[config.mk]
export PLATFORM = sky130hd
export DESIGN_NAME = int_dot_acc
export DESIGN_NICKNAME = d
export VERILOG_FILES = /design/src/rtl/int_pkg.sv /design/src/rtl/int_sat_add.sv /design/src/rtl/int_dot_acc.sv
export SDC_FILE = /design/constraint.sdc
export NUM_CORES = 1
export LEC_CHECK = 0
export CAP_MARGIN = 5
export CORE_MARGIN = 4
export CORE_UTILIZATION = 31
export CTS_BUF_LIST = sky130_fd_sc_hd__clkbuf_4 sky130_fd_sc_hd__clkbuf_8
export DETAILED_ROUTE_END_ITERATION = 10
export PLACE_DENSITY = 0.51
export SLEW_MARGIN = 15
export SYNTH_ARGS = -nofsm -noshare
export SYNTH_HDL_FRONTEND = slang
export SYNTH_SLANG_ARGS = --single-unit
[constraint.sdc]
create_clock -name clk -period 2.75 [get_ports clk]
set_input_delay 0.4125 -clock clk [delete_from_list [all_inputs] [get_ports clk]]
set_output_delay 0.4125 -clock clk [all_outputs]
set_load 0.1 [all_outputs]
[src/rtl/int_pkg.sv]
// Shared definitions for the integer datapath blocks: dot-accumulator state
// encoding and the signed min/max constants used when clamping.
package int_pkg;

    typedef enum logic [1:0] {
        IDLE = 2'd0,
        ACC  = 2'd1,
        HOLD = 2'd2
    } dot_acc_state_t;

    // Callers truncate the result to w bits.
    function automatic logic [63:0] acc_max(input int unsigned w);
        return (64'd1 << (w - 1)) - 64'd1;
    endfunction

    function automatic logic [63:0] acc_min(input int unsigned w);
        return 64'd1 << (w - 1);
    endfunction

endpackage

[src/rtl/int_sat_add.sv]
// Combinational W-bit signed adder with overflow flag.
// Clamps on overflow when INT_DOT_ACC_SATURATE_EN is defined, otherwise wraps.
module int_sat_add
    import int_pkg::*;
#(
    parameter int unsigned W = 20
) (
    input  logic [W-1:0] a_i,
    input  logic [W-1:0] b_i,
    output logic [W-1:0] sum_o,
    output logic         ovf_o
);

    logic [W-1:0] raw_sum;

    assign raw_sum = a_i + b_i;
    assign ovf_o   = (a_i[W-1] == b_i[W-1]) && (raw_sum[W-1] != a_i[W-1]);

`ifdef INT_DOT_ACC_SATURATE_EN
    localparam logic [W-1:0] SAT_MAX = W'(acc_max(W));
    localparam logic [W-1:0] SAT_MIN = W'(acc_min(W));

    // Clamp direction follows the (shared) operand sign.
    assign sum_o = ovf_o ? (a_i[W-1] ? SAT_MIN : SAT_MAX) : raw_sum;
`else
    assign sum_o = raw_sum;
`endif

endmodule

[src/rtl/int_dot_acc.sv]
// Dot-product accumulator: sums signed product beats into a vector result.
// Optional clamping of the accumulator via INT_DOT_ACC_SATURATE_EN.
module int_dot_acc
    import int_pkg::*;
#(
    parameter int unsigned WIDTH     = 8,
    parameter int unsigned ACC_WIDTH = 20,
    parameter int unsigned CNT_WIDTH = 8
) (
    input  logic                 clk,
    input  logic                 rst_n,
    input  logic                 in_valid,
    output logic                 in_ready,
    input  logic [WIDTH-1:0]     in_prod,
    input  logic                 in_ovf,
    input  logic                 in_last,
    output logic                 out_valid,
    input  logic                 out_ready,
    output logic [ACC_WIDTH-1:0] out_sum,
    output logic [CNT_WIDTH-1:0] out_count,
    output logic                 out_ovf
);

    dot_acc_state_t       state_q, state_d;
    logic [ACC_WIDTH-1:0] acc_q, acc_d;
    logic [CNT_WIDTH-1:0] cnt_q, cnt_d;
    logic                 vec_ovf_q, vec_ovf_d;
    logic                 out_valid_q, out_valid_d;
    logic [ACC_WIDTH-1:0] out_sum_q, out_sum_d;
    logic [CNT_WIDTH-1:0] out_count_q, out_count_d;
    logic                 out_ovf_q, out_ovf_d;

    logic [ACC_WIDTH-1:0] prod_ext;
    logic [ACC_WIDTH-1:0] add_sum;
    logic                 add_ovf;
    logic                 accept;
    logic                 first_beat;
    logic [ACC_WIDTH-1:0] beat_acc;
    logic [CNT_WIDTH-1:0] beat_cnt;
    logic                 beat_ovf;

    assign prod_ext = {{(ACC_WIDTH - WIDTH){in_prod[WIDTH-1]}}, in_prod};

    int_sat_add #(
        .W(ACC_WIDTH)
    ) u_add (
        .a_i  (acc_q),
        .b_i  (prod_ext),
        .sum_o(add_sum),
        .ovf_o(add_ovf)
    );

    assign in_ready   = (state_q == HOLD) ? out_ready : 1'b1;
    assign accept     = in_valid & in_ready;
    // A beat accepted outside ACC always opens a new vector (IDLE, or HOLD mid-handshake).
    assign first_beat = (state_q != ACC);

    always_comb begin
        if (first_beat) begin
            beat_acc = prod_ext;
            beat_cnt = CNT_WIDTH'(1);
            beat_ovf = in_ovf;
        end else begin
            beat_acc = add_sum;
            beat_cnt = (cnt_q == '1) ? cnt_q : cnt_q + 1'b1;
            beat_ovf = vec_ovf_q | in_ovf | add_ovf;
        end
    end

    always_comb begin
        state_d     = state_q;
        acc_d       = acc_q;
        cnt_d       = cnt_q;
        vec_ovf_d   = vec_ovf_q;
        out_valid_d = out_valid_q;
        out_sum_d   = out_sum_q;
        out_count_d = out_count_q;
        out_ovf_d   = out_ovf_q;
        case (state_q)
            IDLE, ACC, HOLD: begin
                if (accept) begin
                    acc_d     = beat_acc;
                    cnt_d     = beat_cnt;
                    vec_ovf_d = beat_ovf;
                    if (in_last) begin
                        state_d     = HOLD;
                        out_valid_d = 1'b1;
                        out_sum_d   = beat_acc;
                        out_count_d = beat_cnt;
                        out_ovf_d   = beat_ovf;
                    end else begin
                        state_d     = ACC;
                        out_valid_d = 1'b0;
                    end
                end else if (state_q == HOLD && out_ready) begin
                    state_d     = IDLE;
                    out_valid_d = 1'b0;
                end
            end
            default: begin
                state_d     = IDLE;
                out_valid_d = 1'b0;
            end
        endcase
    end

    always_ff @(posedge clk or negedge rst_n) begin
        if (!rst_n) begin
            state_q     <= IDLE;
            acc_q       <= '0;
            cnt_q       <= '0;
            vec_ovf_q   <= 1'b0;
            out_valid_q <= 1'b0;
            out_sum_q   <= '0;
            out_count_q <= '0;
            out_ovf_q   <= 1'b0;
        end else begin
            state_q     <= state_d;
            acc_q       <= acc_d;
            cnt_q       <= cnt_d;
            vec_ovf_q   <= vec_ovf_d;
            out_valid_q <= out_valid_d;
            out_sum_q   <= out_sum_d;
            out_count_q <= out_count_d;
            out_ovf_q   <= out_ovf_d;
        end
    end

    assign out_valid = out_valid_q;
    assign out_sum   = out_sum_q;
    assign out_count = out_count_q;
    assign out_ovf   = out_ovf_q;

endmodule

==> results of run 1 <==
cells in the mapped netlist, types with 4 or more instances:
| cell type | number |
|---|---|
| a21oi_1 | 37 |
| a211oi_1 | 5 |
| a21o_1 | 12 |
| a31oi_1 | 10 |
| ha_1 | 20 |
| nand3_1 | 10 |
| inv_1 | 4 |
| o21ai_0 | 54 |
| xor2_1 | 5 |
| dfrtp_1 | 60 |
| nand2_1 | 64 |
| clkbuf_1 | 19 |
| nor2_1 | 34 |
| xnor2_1 | 13 |
| mux2i_1 | 4 |
| nand4_1 | 5 |
state kept, by name, summed over array words and instances (netlist names):
| register | flops |
|---|---|
| cnt_q | 8 |
| vec_ovf_q | 1 |
| out_count | 8 |
| acc_q | 20 |
| out_ovf | 1 |
| out_sum | 20 |
| state_q | 2 |
worst paths after layout:
| path | start | cells after the start | slack [ps] | to |
|---|---|---|---|---|
| worst max-delay path | in_prod[7] | 12 | 100 | out_sum[16] |
| worst min-delay path | rst_n | 2 | 50 | acc_q[12] |
| worst max register to register | acc_q[0] | 11 | 130 | out_sum[16] |
| worst min register to register | out_sum[15] | 2 | 480 | out_sum[15] |
| max in group asynchronous | rst_n | 2 | 2390 | out_sum[19] |
| min in group clk | in_prod[0] | 3 | 470 | acc_q[0] |
critical path, cell delays in order:
cell and delay (ps):
clkdlybuf4s50_1 450, buf_12 180, ha_1 340, buf_4 150
a21o_1 170, a21o_1 170, a21oi_1 230, o21ai_4 100
a221oi_2 290, xnor2_1 150, nand2_1 80, a31oi_1 190
repair_timing:
| item | CTS | global route |
|---|---|---|
| gates resized for setup | 3 | 30 |
| pin swaps | 6 | 17 |
| setup buffers | 3 | 2 |
| endpoints found under the setup margin | 6 | 14 |
final cells by class:
type                    count  area share
flip-flops and latches     60       0.309
well taps                 140      0.0361
clock inverters             4     0.00980
multi-input cells         321       0.431
inverters                   4     0.00309
repair buffers            107       0.177
clock buffers              12      0.0327
routing by layer:
metal	vias up	GRT usage	wire [microns]
li1	1653	-	-
met1	1519	0.207	4610
met2	50	0.232	4230
met3	9	0.0374	344
met4	0	0.0415	112
met5	-	0	0
power breakdown:
part | switching (mW) | leakage, nW | internal, mW
combinational | 1.38 | 1.38 | 0.807
clock | 0.362 | 0.106 | 0.475
sequential | 0.133 | 0.753 | 1.06
metrics by stage:
stage,setup slack [ps],hold WS (ps),util,power [mW]
after floorplan,209,117,-,2.61
after global placement,-425,449,0.403,3.24
after detailed placement,-488,455,0.403,3.26
after CTS,5.13,70.2,0.425,4.13
after global routing,-87.3,97.6,0.440,4.50
final,97.9,53.5,0.440,4.21
cells by family after synthesis:
| family | synth area share |
|---|---|
| compound gates | 0.243 |
| simple gates | 0.168 |
| flops | 0.423 |
| buf+inv | 0.0317 |
| fa+ha+maj | 0.0761 |
| xor+xnor | 0.0444 |
| mux | 0.0144 |
==> report_table.html, run 1 <==
<table>
<tr><th>Metric</th><th>Value</th></tr>
<tr><th colspan="2">Run status</th></tr>
<tr><td>Run status</td><td>completed</td></tr>
<tr><th colspan="2">Placed design</th></tr>
<tr><td>Gpl congestion</td><td>0.886</td></tr>
<tr><td>Number of I/O port buffers</td><td>44</td></tr>
<tr><td>Post-DP HPWL</td><td>about 6700 microns</td></tr>
<tr><td>Post-place instance area</td><td>roughly 4400 sq um</td></tr>
<tr><td>DP Cell Count</td><td>roughly 630</td></tr>
<tr><th colspan="2">Finish</th></tr>
<tr><td>Layout cells sized above 1</td><td>0.274</td></tr>
<tr><td>FF+latch area</td><td>approximately 1500 sq um</td></tr>
<tr><td>Fillers</td><td>between 1000 and 1500</td></tr>
<tr><td>Area of the multi-input gates</td><td>roughly 2100 sq um</td></tr>
<tr><td>Inserted Diodes</td><td>0</td></tr>
<tr><td>Relative area change from synthesis to final layout</td><td>36.6%</td></tr>
<tr><td>Final layout net count</td><td>between 500 and 600</td></tr>
<tr><td>Layout Cell Area excl Fill</td><td>approximately 4900 sq um</td></tr>
<tr><td>Most frequent standard cell in the layout excluding fill and tap cells</td><td>buf_4</td></tr>
<tr><td>Number of cells in the finished layout apart from fillers</td><td>between 600 and 700</td></tr>
<tr><td>Commonest non-fill, non-tap cells in the layout</td><td>92 x buf_4, 63 x nand2_1, 60 x dfrtp_1, 50 x o21ai_0, 36 x a21oi_1</td></tr>
<tr><th colspan="2">Route</th></tr>
<tr><td>Initial detailed-routing violation count</td><td>roughly 140</td></tr>
<tr><td>Remaining antenna violation count</td><td>0</td></tr>
<tr><td>Wire per inst</td><td>roughly 14 microns</td></tr>
<tr><td>DRC</td><td>0</td></tr>
<tr><td>Via count normalized by instance count</td><td>roughly 5.0</td></tr>
<tr><td>Via Count</td><td>around 3200</td></tr>
<tr><td>Number of detailed-route iterations in the first pass</td><td>4</td></tr>
<tr><td>Routed WL</td><td>roughly 9300 microns</td></tr>
<tr><th colspan="2">GRT</th></tr>
<tr><td>Initial antenna violation count</td><td>0</td></tr>
<tr><td>Wire length of the first global-routing pass</td><td>15900 microns</td></tr>
<tr><td>Via count of the first global-routing pass</td><td>between 3000 and 4000</td></tr>
<tr><td>Largest net degree at the start of global routing</td><td>61</td></tr>
<tr><td>Aggregate global routing overflow</td><td>0</td></tr>
<tr><td>Total global routing track utilization</td><td>0.149</td></tr>
<tr><th colspan="2">Synth</th></tr>
<tr><td>Seq/Total Area, Yosys</td><td>0.423</td></tr>
<tr><td>Proportion of register bits with asynchronous set or reset after synthesis</td><td>1.00</td></tr>
<tr><td>Top_reg_cell synth</td><td>dfrtp_1</td></tr>
<tr><td>Synth warnings</td><td>0</td></tr>
<tr><td>Post-synthesis instance area</td><td>approximately 3600 sq um</td></tr>
<tr><td>Number of flops mapped to enable cells by yosys</td><td>0</td></tr>
<tr><td>Register bit total from synthesis</td><td>60</td></tr>
<tr><td>Synth cell types</td><td>49</td></tr>
<tr><td>Mean cell area of the mapped netlist</td><td>roughly 8.7 sq um</td></tr>
<tr><td>Synth top area cells</td><td>dfrtp_1 42%, o21ai_0 7.6%, ha_1 7.0%, nand2_1 6.8%, a21oi_1 5.2%</td></tr>
<tr><td>Leading area contributor after synthesis</td><td>dfrtp_1</td></tr>
<tr><td>Total nets after synthesis</td><td>roughly 450</td></tr>
<tr><td>Number of cells produced by synthesis</td><td>between 400 and 500</td></tr>
<tr><td>Top-area cell type share of the netlist area</td><td>0.423</td></tr>
<tr><th colspan="2">CTS</th></tr>
<tr><td>CTS clock-pin slew for the worst setup and hold paths</td><td>approximately 60 ps</td></tr>
<tr><td>Clock sink count</td><td>60</td></tr>
<tr><td>TritonCTS clock tree</td><td>built</td></tr>
<tr><td>Number of H-tree levels</td><td>3</td></tr>
<tr><td>Clock Tree Root</td><td>clkbuf_8</td></tr>
<tr><td>CTS buffer count</td><td>9</td></tr>
<tr><td>Clock latency at the later pin of the worst-skew pair</td><td>around 350 ps</td></tr>
<tr><td>Deepest clock path buffer count</td><td>2</td></tr>
<tr><td>Total of hold buffers inserted after clock tree synthesis</td><td>0</td></tr>
<tr><th colspan="2">Min path</th></tr>
<tr><td>Min-Delay Path Class</td><td>input pin to asynchronous set/reset pin</td></tr>
<tr><th colspan="2">STA</th></tr>
<tr><td>Final hold viol count</td><td>0</td></tr>
<tr><td>Post-route fraction of the period consumed by the critical path</td><td>0.964</td></tr>
<tr><td>Time the worst path needs with I/O delays and setup</td><td>between 2000 and 3000 ps</td></tr>
<tr><td>Number of pins with negative max-slew slack in the final report</td><td>0</td></tr>
<tr><td>Number of setup violations in the final report</td><td>0</td></tr>
<tr><td>Setup TNS after final layout</td><td>0 ps</td></tr>
<tr><td>RSZ-0062 raised after global routing</td><td>true</td></tr>
<tr><td>Actual slew at the worst max-slew pin</td><td>roughly 470 ps</td></tr>
<tr><td>Achievable frequency</td><td>around 380 MHz</td></tr>
<tr><td>Headroom to the max-slew limit</td><td>0.686</td></tr>
<tr><td>Worst clock skew on the final layout</td><td>between 10 and 15 ps</td></tr>
<tr><th colspan="2">Pwr</th></tr>
<tr><td>Largest voltage drop on the vdd net</td><td>~0.52 mV</td></tr>
<tr><td>Reported leakage power</td><td>~2.2 nW</td></tr>
<tr><td>P per Cell Area</td><td>868 nW/um^2</td></tr>
<tr><th colspan="2">Critical path</th></tr>
<tr><td>Startpoint Class</td><td>input pin</td></tr>
<tr><td>Worst setup path category</td><td>input pin to flip-flop</td></tr>
<tr><td>Category of the worst setup path capture point</td><td>flip-flop</td></tr>
<tr><td>Data arrival time of the critical path</td><td>around 2900 ps</td></tr>
<tr><td>Data required time of the critical path</td><td>roughly 3000 ps</td></tr>
<tr><td>CP max FO</td><td>13</td></tr>
<tr><th colspan="2">Floorplan</th></tr>
<tr><td>Total die area</td><td>between 10000 and 15000 sq um</td></tr>
<tr><td>DIE HEIGHT</td><td>about 120 microns</td></tr>
<tr><td>Total core area</td><td>between 10000 and 15000 sq um</td></tr>
<tr><td>I/O Pins</td><td>45</td></tr>
<tr><td>Initial cell density of the core</td><td>0.322</td></tr>
<tr><td>Number of rows in the core area</td><td>38</td></tr>
<tr><td>Chip Width</td><td>115 microns</td></tr>
<tr><th colspan="2">Run</th></tr>
<tr><td>Maxcap violations</td><td>0</td></tr>
</table>
(Power assumes the default switching activity.)
==> run 2: changes to the inputs <==
Settings changed: ABC_CLOCK_PERIOD_IN_PS from default to 2750, SLEW_MARGIN 15 to 25.
==> results of run 2 <==
The final DEF is identical to that of run 1; final timing and power are the same.
==> run 3: changes to the inputs <==
Settings changed: CORE_UTILIZATION 31 to 57, GPL_TIMING_DRIVEN from default to 0, PLACE_DENSITY 0.51 to 0.82.
==> run 3 against run 2 <==
Net effect:
- hold slack improved by 420 ps
- global-route usage up 12 points
- final area down 8.8%
- power is 3.8% lower
- die area down 43%
- wire length increased by 0.13%
- clock skew is 3.9 ps lower
- first-iteration DRC count up 52%
- sequential power about the same
- worst setup slack improved by 17 ps
- register-to-register slack barely moved
- critical path type is now input pin to output pin
- largest cell class unchanged
==> report_table.html, run 3 (synthesis gave the netlist of run 1 again) <==
<table>
<tr><th>Metric</th><th>Value</th></tr>
<tr><th colspan="2">Run status</th></tr>
<tr><td>Run status</td><td>completed</td></tr>
<tr><th colspan="2">Critical path</th></tr>
<tr><td>Reg2Reg Launch Point</td><td>acc_q[0]</td></tr>
<tr><td>CP max FO</td><td>2</td></tr>
<tr><td>Critical path launch point</td><td>out_ready</td></tr>
<tr><td>Number of cells on the worst reg-to-reg path</td><td>10</td></tr>
<tr><td>Category of the worst setup path capture point</td><td>output pin</td></tr>
<tr><td>Data arrival time of the critical path</td><td>roughly 2200 ps</td></tr>
<tr><td>Startpoint Class</td><td>input pin</td></tr>
<tr><td>Data required time of the critical path</td><td>about 2300 ps</td></tr>
<tr><td>Worst setup path category</td><td>input pin to output pin</td></tr>
<tr><th colspan="2">Finish</th></tr>
<tr><td>FF+latch area</td><td>about 1500 sq um</td></tr>
<tr><td>Area of the multi-input gates</td><td>between 1500 and 2000 sq um</td></tr>
<tr><td>Inserted Diodes</td><td>0</td></tr>
<tr><td>Relative area change from synthesis to final layout</td><td>24.7%</td></tr>
<tr><td>Final design utilization</td><td>0.739</td></tr>
<tr><td>Layout cells sized above 1</td><td>0.0863</td></tr>
<tr><td>Most frequent standard cell in the layout excluding fill and tap cells</td><td>nand2_1</td></tr>
<tr><td>Final layout net count</td><td>~500</td></tr>
<tr><td>Number of cells in the finished layout apart from fillers</td><td>550</td></tr>
<tr><td>Commonest non-fill, non-tap cells in the layout</td><td>64 x nand2_1, 60 x dfrtp_1, 52 x o21ai_0, 40 x clkdlybuf4s50_1, 37 x a21oi_1</td></tr>
<tr><td>Fillers</td><td>435</td></tr>
<tr><th colspan="2">CTS</th></tr>
<tr><td>TritonCTS clock tree</td><td>built</td></tr>
<tr><td>Deepest clock path buffer count</td><td>2</td></tr>
<tr><td>Clock sink count</td><td>60</td></tr>
<tr><td>CTS buffer count</td><td>9</td></tr>
<tr><td>Number of H-tree levels</td><td>3</td></tr>
<tr><td>Clock Tree Root</td><td>clkbuf_8</td></tr>
<tr><td>CTS clock-pin slew for the worst setup and hold paths</td><td>approximately 70 ps</td></tr>
<tr><td>Clock latency at the later pin of the worst-skew pair</td><td>roughly 350 ps</td></tr>
<tr><th colspan="2">STA</th></tr>
<tr><td>Post-route fraction of the period consumed by the critical path</td><td>0.958</td></tr>
<tr><td>Worst clock skew on the final layout</td><td>slightly below 7 ps</td></tr>
<tr><td>Headroom to the max-slew limit</td><td>0.335</td></tr>
<tr><td>Achievable frequency</td><td>between 300 and 400 MHz</td></tr>
<tr><td>Actual slew at the worst max-slew pin</td><td>994 ps</td></tr>
<tr><td>Final WS setup</td><td>around 120 ps</td></tr>
<tr><td>Fin Hold WS</td><td>470 ps</td></tr>
<tr><td>Number of pins with negative max-slew slack in the final report</td><td>0</td></tr>
<tr><td>Number of setup violations in the final report</td><td>0</td></tr>
<tr><td>Final hold viol count</td><td>0</td></tr>
<tr><td>Time the worst path needs with I/O delays and setup</td><td>about 2600 ps</td></tr>
<tr><th colspan="2">Pwr</th></tr>
<tr><td>Largest voltage drop on the vdd net</td><td>0.549 mV</td></tr>
<tr><td>Total power</td><td>just over 4 mW</td></tr>
<tr><td>Reported leakage power</td><td>between 1.5 and 2 nW</td></tr>
<tr><td>P per Cell Area</td><td>slightly above 900 nW/um^2</td></tr>
<tr><th colspan="2">Route</th></tr>
<tr><td>Wire per inst</td><td>between 15 and 20 microns</td></tr>
<tr><td>Remaining antenna violation count</td><td>0</td></tr>
<tr><td>Via Count</td><td>3283</td></tr>
<tr><td>DRC</td><td>0</td></tr>
<tr><td>Via count normalized by instance count</td><td>between 5 and 6</td></tr>
<tr><td>Number of detailed-route iterations in the first pass</td><td>5</td></tr>
<tr><td>Initial detailed-routing violation count</td><td>between 200 and 250</td></tr>
<tr><td>Routed WL</td><td>slightly above 9000 microns</td></tr>
<tr><th colspan="2">Placed design</th></tr>
<tr><td>Post-DP HPWL</td><td>approximately 6600 microns</td></tr>
<tr><td>Gpl congestion</td><td>0.923</td></tr>
<tr><td>DP Cell Count</td><td>530</td></tr>
<tr><td>Number of I/O port buffers</td><td>44</td></tr>
<tr><td>Pre-CTS setup slack</td><td>-758 ps</td></tr>
<tr><th colspan="2">Floorplan</th></tr>
<tr><td>Number of rows in the core area</td><td>28</td></tr>
<tr><td>Initial cell density of the core</td><td>0.593</td></tr>
<tr><td>Chip Width</td><td>86.9 microns</td></tr>
<tr><td>DIE HEIGHT</td><td>about 87 microns</td></tr>
<tr><td>Total die area</td><td>around 7600 sq um</td></tr>
<tr><td>Total core area</td><td>5990 sq um</td></tr>
<tr><td>I/O Pins</td><td>45</td></tr>
<tr><th colspan="2">Min path</th></tr>
<tr><td>Min-Delay Path Class</td><td>flip-flop to flip-flop</td></tr>
<tr><td>WHS Path Cells</td><td>2</td></tr>
<tr><td>Min-delay src</td><td>out_count[4]</td></tr>
<tr><th colspan="2">GRT</th></tr>
<tr><td>Wire length of the first global-routing pass</td><td>about 16000 microns</td></tr>
<tr><td>Aggregate global routing overflow</td><td>0</td></tr>
<tr><td>Largest net degree at the start of global routing</td><td>33</td></tr>
<tr><td>Via count of the first global-routing pass</td><td>~3300</td></tr>
<tr><td>Initial antenna violation count</td><td>0</td></tr>
<tr><td>Total global routing track utilization</td><td>0.269</td></tr>
<tr><th colspan="2">Run</th></tr>
<tr><td>Maxcap violations</td><td>0</td></tr>
</table>
[run 3: cell count changes in the layout (fill, tap and decap cells not counted), moves of 2 or more]
| cell | change |
|---|---|
| clkdlybuf4s50_1 | +30 |
| ha_1 | +5 |
| clkbuf_1 | +18 |
| o21ai_0 | +2 |
| nor2_2 | -2 |
| buf_2 | +2 |
| buf_4 | -87 |
| ha_4 | -5 |
| buf_1 | +3 |
[run 3: power breakdown]
group          internal [mW]  total (mW)  switching, mW
combinational          0.611        1.95           1.34
clock                  0.554       0.920          0.367
sequential              1.06        1.18          0.121
[run 3: critical path, stage by stage]
cell and delay [ps]:
clkdlybuf4s50_1 490, nor2_1 50, nand2_1 100, clkdlybuf4s50_1 1160
[run 3: cell type report]
class / count / share of cell area
multi-input cells: 321 / 0.450
repair buffers: 50 / 0.114
clock buffers: 12 / 0.0345
plain buffers: 24 / 0.0212
inverters: 4 / 0.00339
flip-flops and latches: 60 / 0.339
clock inverters: 4 / 0.0164
well taps: 75 / 0.0212
[run 3: final timing paths]
| check | endpoint | slack [ps] |
|---|---|---|
| max reg2reg | out_sum[16] | 120 |
| max in group asynchronous | acc_q[1] | 1710 |
| min reg2reg | out_count[4] | 470 |
| min in group asynchronous | acc_q[11] | 530 |
| min | out_count[4] | 470 |
| max | in_ready | 120 |
[run 3: per-layer routing]
metal	wire (microns)	up-vias	GRT usage
met5	0	-	0
met4	235	0	0.123
met3	525	23	0.0672
met2	4340	105	0.418
met1	4210	1575	0.352
li1	-	1580	-
[run 3: metrics by stage]
stage | cell area (sq um) | TNS, ps
5_1_grt | 4430 | -15.3
4_1_cts | 4390 | 0
6_report | 4430 | 0
3_3_place_gp | 4090 | -46110
2_1_floorplan | 3550 | 0
3_5_place_dp | 4100 | -11030
[run 3: repair_timing]
item / in CTS / in global routing
hold buffers: 1 / 0
endpoints found under the hold margin: 23 / 0
gates resized for setup: 11 / 7
setup endpoints to repair: 18 / 7
pin swaps: 7 / 9
setup buffers: 2 / 2
